`src/rtl/rbus_pkg.sv`:
```
// Shared rbus channel widths and the arbiter state type.
package rbus_pkg;
    localparam int RBUS_DW = 72;
    localparam int RBUS_RW = 2;

    typedef enum logic [0:0] {
        OFFER = 1'b0,
        BUSY  = 1'b1
    } arb_state_t;
endpackage

```
`src/rtl/rbus_rr_ptr.sv`:
```
// Round-robin pointer with an offer timer: the pointer moves on after OFFER_CYC idle
// cycles, jumps immediately on adv, and freezes while hold is set.
module rbus_rr_ptr #(
    parameter int N         = 4,
    parameter int OFFER_CYC = 4,
    parameter int PW        = $clog2(N)
) (
    input  logic          clk,
    input  logic          rst,
    input  logic          adv,
    input  logic          hold,
    output logic [PW-1:0] ptr
);
    logic [7:0]    ocnt;
    logic [PW-1:0] ptr_nxt;

    // explicit wrap so N need not be a power of two
    assign ptr_nxt = (ptr == PW'(N - 1)) ? '0 : ptr + PW'(1);

    always_ff @(posedge clk) begin
        if (rst) begin
            ptr  <= '0;
            ocnt <= '0;
        end else if (adv) begin
            ptr  <= ptr_nxt;
            ocnt <= '0;
        end else if (!hold) begin
            if (ocnt == 8'(OFFER_CYC - 1)) begin
                ptr  <= ptr_nxt;
                ocnt <= '0;
            end else begin
                ocnt <= ocnt + 8'd1;
            end
        end
    end
endmodule

```
`src/rtl/rbus_arb_rr_nto1.sv`:
```
// Packet-atomic round-robin N-to-1 rbus arbiter: steers downstream ready to one input,
// holds the grant for a whole packet, registers forwarded words, flags protocol errors.
//
//   state | meaning
//   OFFER | input ptr sees downstream ready; waiting for its sof
//   BUSY  | forwarding ptr's packet until its first stb=0 cycle
module rbus_arb_rr_nto1
    import rbus_pkg::*;
#(
    parameter int N         = 4,
    parameter int OFFER_CYC = 4,
    parameter int MAX_LEN   = 64
) (
    input  logic               clk,
    input  logic               rst,
    input  logic               i_stb  [0:N-1],
    input  logic               i_sof  [0:N-1],
    input  logic [RBUS_DW-1:0] i_data [0:N-1],
    output logic [RBUS_RW-1:0] i_rdy  [0:N-1],
    output logic [RBUS_RW-1:0] i_rdyE [0:N-1],
    output logic               o_stb,
    output logic               o_sof,
    output logic [RBUS_DW-1:0] o_data,
    input  logic [RBUS_RW-1:0] o_rdy,
    input  logic [RBUS_RW-1:0] o_rdyE,
    output logic               ff_err
);
    localparam int PW = $clog2(N);
    localparam int LW = $clog2(MAX_LEN + 1);
    localparam logic [LW-1:0] LEN_MAX = LW'(MAX_LEN);

    arb_state_t         state;
    logic [PW-1:0]      ptr;
    logic [LW-1:0]      lcnt;
    logic               cur_stb;
    logic               cur_sof;
    logic [RBUS_DW-1:0] cur_data;
    logic               stray;
    logic               fwd;
    logic               fwd_sof;
    logic               err_now;
    logic               adv;
    logic               hold;

    assign cur_stb  = i_stb[ptr];
    assign cur_sof  = i_sof[ptr];
    assign cur_data = i_data[ptr];

    rbus_rr_ptr #(
        .N         (N),
        .OFFER_CYC (OFFER_CYC),
        .PW        (PW)
    ) u_rr_ptr (
        .clk  (clk),
        .rst  (rst),
        .adv  (adv),
        .hold (hold),
        .ptr  (ptr)
    );

    always_comb begin
        stray = 1'b0;
        for (int i = 0; i < N; i++) begin
            if (i_stb[i] && (ptr != PW'(i))) stray = 1'b1;
        end
    end

    always_comb begin
        fwd     = 1'b0;
        fwd_sof = 1'b0;
        err_now = stray;
        adv     = 1'b0;
        hold    = 1'b0;
        if (state == OFFER) begin
            if (cur_stb && cur_sof) begin
                fwd     = 1'b1;
                fwd_sof = 1'b1;
                hold    = 1'b1;
            end else if (cur_stb) begin
                err_now = 1'b1;
            end
        end else begin
            hold = 1'b1;
            if (cur_stb) begin
                if (cur_sof) err_now = 1'b1;
                // over-length words are dropped but the packet still closes normally
                if (lcnt < LEN_MAX) fwd = 1'b1;
                else                err_now = 1'b1;
            end else begin
                adv = 1'b1;
            end
        end
    end

    always_ff @(posedge clk) begin
        if (rst) begin
            state  <= OFFER;
            lcnt   <= '0;
            o_stb  <= 1'b0;
            o_sof  <= 1'b0;
            o_data <= '0;
            ff_err <= 1'b0;
        end else begin
            o_stb <= fwd;
            o_sof <= fwd_sof;
            if (fwd)     o_data <= cur_data;
            if (err_now) ff_err <= 1'b1;
            if (state == OFFER) begin
                if (fwd) begin
                    state <= BUSY;
                    lcnt  <= LW'(1);
                end
            end else if (adv) begin
                state <= OFFER;
            end else if (fwd) begin
                lcnt <= lcnt + LW'(1);
            end
        end
    end

    always_comb begin
        for (int i = 0; i < N; i++) begin
            if ((state == OFFER) && (ptr == PW'(i))) begin
                i_rdy[i]  = o_rdy;
                i_rdyE[i] = o_rdyE;
            end else begin
                i_rdy[i]  = '0;
                i_rdyE[i] = '0;
            end
        end
    end
endmodule

```
`config.mk`:
```
export PLATFORM = sky130hd
export DESIGN_NAME = rbus_arb_rr_nto1
export DESIGN_NICKNAME = d
export VERILOG_FILES = /design/src/rtl/rbus_pkg.sv /design/src/rtl/rbus_rr_ptr.sv /design/src/rtl/rbus_arb_rr_nto1.sv
export SDC_FILE = /design/constraint.sdc
export NUM_CORES = 1
export LEC_CHECK = 0
export CORE_AREA = 2 2 153 155
export CTS_CLUSTER_SIZE = 8
export DETAILED_ROUTE_END_ITERATION = 6
export DIE_AREA = 0 0 155 157
export PLACE_DENSITY = 0.67
export SETUP_SLACK_MARGIN = 0.2
export SLEW_MARGIN = 20
export SYNTH_ARGS = -nofsm -noshare
export SYNTH_HDL_FRONTEND = slang
export SYNTH_SLANG_ARGS = --single-unit
export TNS_END_PERCENT = 5
```
`constraint.sdc`:
```
create_clock -name clk -period 2 [get_ports clk]
set_input_delay 0.4 -clock clk [delete_from_list [all_inputs] [get_ports clk]]
set_output_delay 0.4 -clock clk [all_outputs]
set_load 0.05 [all_outputs]
```
==> impl_metrics.ini <==
[clocking]
cts_buffers = 9
cts_sinks = 93
cts_tree = built
insertion_delay_ns = 0.35
clk_path_buf_depth = 2
clock-root-buffer = clkbuf_16
clk_pin_slew_ns = 0.06
cts_max_level = 3

[placement]
io_buffers = 392
pre_cts_ws_ns = -0.385
place_area_um2 = 10100
post-place-cells = 1209
place_congestion = 0.793
hpwl_um = 17200

[worst_setup_path]
critPathSlowestCell = mux4_4
path_delay_family = multiplexers
criticalPathCategory = in2reg
crit_path_start_kind = primary input
end_kind = flip-flop
crit_arrival_ns = 2.28
crit_chain = clkdlybuf4s50_1 > mux4_4 > o21a_1 > or4_1 > a21oi_2
critical_path_required_ns = 2.27
critPathBufInv = 1
r2r-start = u_rr_ptr.ptr[0]
crit_start = i_stb[3]
max_stage_delay_ns = 0.69
worstPathMaxFanout = 6

[synthesis]
synth_ff_type = dfxtp_1
synth_xor_area_share_pct = 0.927
synth_top_cells_by_area = dfxtp_1, mux4_2, a21oi_1
synth_edf_count = 0
synth_area_leader_cell = dfxtp_1
synth_fp_nets = 874
yosysUniqueCellTypes = 40
synth-adder-area-share_pct = 1.32
synth_top_family_by_area = multiplexers
avgSynthCellArea_um2 = 10.0
synthMuxAreaShare_pct = 30.7
yosysWarnings = 0
synthSimpleGateAreaFrac_pct = 12.2
synth_area_um2 = 5670
synth_top_area_share_pct = 32.8
synth-seq-cells = 93
postSynthCellCount = 566
synth-compound-area-share_pct = 16.7
ys_seq_area_share_pct = 32.8
synthArstFlopShare_pct = 0

[floorplanning]
start_util_pct = 25.2
dieHeight_um = 157
io_pins = 393
dieArea_um2 = 24300
core_area_um2 = 22500
num_rows = 55
die_w_um = 155

[cells_and_area]
final_common_cell = clkdlybuf4s50_1
syn2layout_area_growth_pct = 92.4
final_util_pct = 48.5
final_area_um2 = 10900
multiInputGateArea_um2 = 3670
fill_cells = 2146
final_nets = 1268
instances_no_fill = 1249
diodes = 0
drive_above_1_share_pct = 21.8
regArea_um2 = 1870
final_cell_mix = clkdlybuf4s50_1, dfxtp_1, a21oi_1, nand3_1, mux4_2

[sta]
hold_ws_ns = 0.471
hold_violations = 0
fin_setup_tns_ns = -0.00921
setup_viol_count_final = 1
fin_skew_ns = 0.00691
worst_slack_ns = -0.00921
drv_slew = 0
rsz0062_at_grt = true
worstMarginPinSlew_ns = 0.570
period_needed_ns = 2.01
period_share_pct = 100
max_freq_ghz = 0.498
relSlewSlack_pct = 62.1

[detailed_routing]
drcViolationCount = 0
viasPerCell = 5.09
drt_iter0_drc = 263
wirelength_um = 24000
wl_per_cell_um = 19.2
vias = 6356
drtAntennaViolNets = 0
first_pass_iters = 4

[global_route]
grt-ovfl-total = 0
grt_start_max_net_pins = 65
grt_pass1_vias = 6357
grt_pass1_wl_um = 34500
grt_use_total_pct = 18.2
antenna_found_initial = 0

[pwr]
ir_drop_mv = 0.354
p_leak_nw = 4.05
finalPower_mw = 7.15
p_per_area_nw_per_um2 = 655

[status]
violations = setup timing
status = finished, violations left

[job]
drv_cap = 0

[hold_path]
hp-class = reg2reg
hp-start = o_data[17]
sequential cells by signal, summed over array words and instances (netlist names):
signal and cells:
ff_err 1, state 1, o_stb 1, o_sof 1
o_data 72, lcnt 7, u_rr_ptr.ptr 2, u_rr_ptr.ocnt 8
cell families (layout without fill, tap and decap cells):
logic type | after synthesis | after routing
fa+ha+maj | 6 | 6
mux | 80 | 80
xor+xnor | 6 | 6
flops | 93 | 93
buf+inv | 72 | 470
compound gates | 178 | 178
simple gates | 131 | 131
what timing repair did:
item / in CTS / in global routing
buffers inserted: 13 / 3
pin swaps: 16 / 19
hold buffers: 0 / 0
resized for setup: 121 / 29
setup endpoints to repair: 171 / 109
cloned: 3 / 6
synth_stat cells (2+ instances only):
library cell   n
a211oi_1       2
a21oi_1       84
and2_1        13
and3_1         5
buf_1         11
buf_2          9
buf_6          2
clkbuf_1      41
dfxtp_1       93
ha_1           6
inv_1          8
mux2_2         2
mux2i_1        3
mux4_2        74
nand2_1        7
nand2b_1       2
nand3_1       76
nand4_1        4
nor2_1         9
nor2b_1        4
nor3_1         2
o21a_1         2
o21ai_0       78
o31ai_1        3
or3_1          3
or4_1          4
xnor2_1        6
area by class of cell:
cell class	count	share of cell area [%]
clock buffer	13	2.49
inverter	9	0.355
timing repair buffer	446	42.7
clock inverter	2	0.355
tap	285	3.27
sequential	93	17.2
multi-input combinational	401	33.7
report_power, final:
group	internal [mW]	switching, mW	leakage [nW]	total [mW]
clock network	1.08	0.717	0.151	1.80
registers	2.03	0.0925	0.763	2.12
logic	1.59	1.64	3.14	3.23
final timing paths:
check	slack [ns]	depth (start not counted)	to
setup reg to reg	0	7	lcnt[3]
setup / recovery	-0.009	5	u_rr_ptr.ptr[0]
hold / removal	0.47	2	o_data[17]
hold reg to reg	0.47	2	o_data[17]
layer usage:
metal	vias to the layer above	routed length, um	global-route usage (%)
met3	34	1530	3.94
met5	-	0	0
met1	3101	9450	21.8
met2	252	12500	32.1
met4	0	506	6.44
li1	2969	-	-
worst reg2reg max path: cells and delay by family, from the launching register on:
family                 cells  cell delay [ns]
and+or+nand+nor            1             0.41
DFF                        1             0.37
AOI/OAI and AO/OA          1             0.14
muxes                      2             0.59
buffers and inverters      3             0.43
Power figures use the tool's default switching activity.
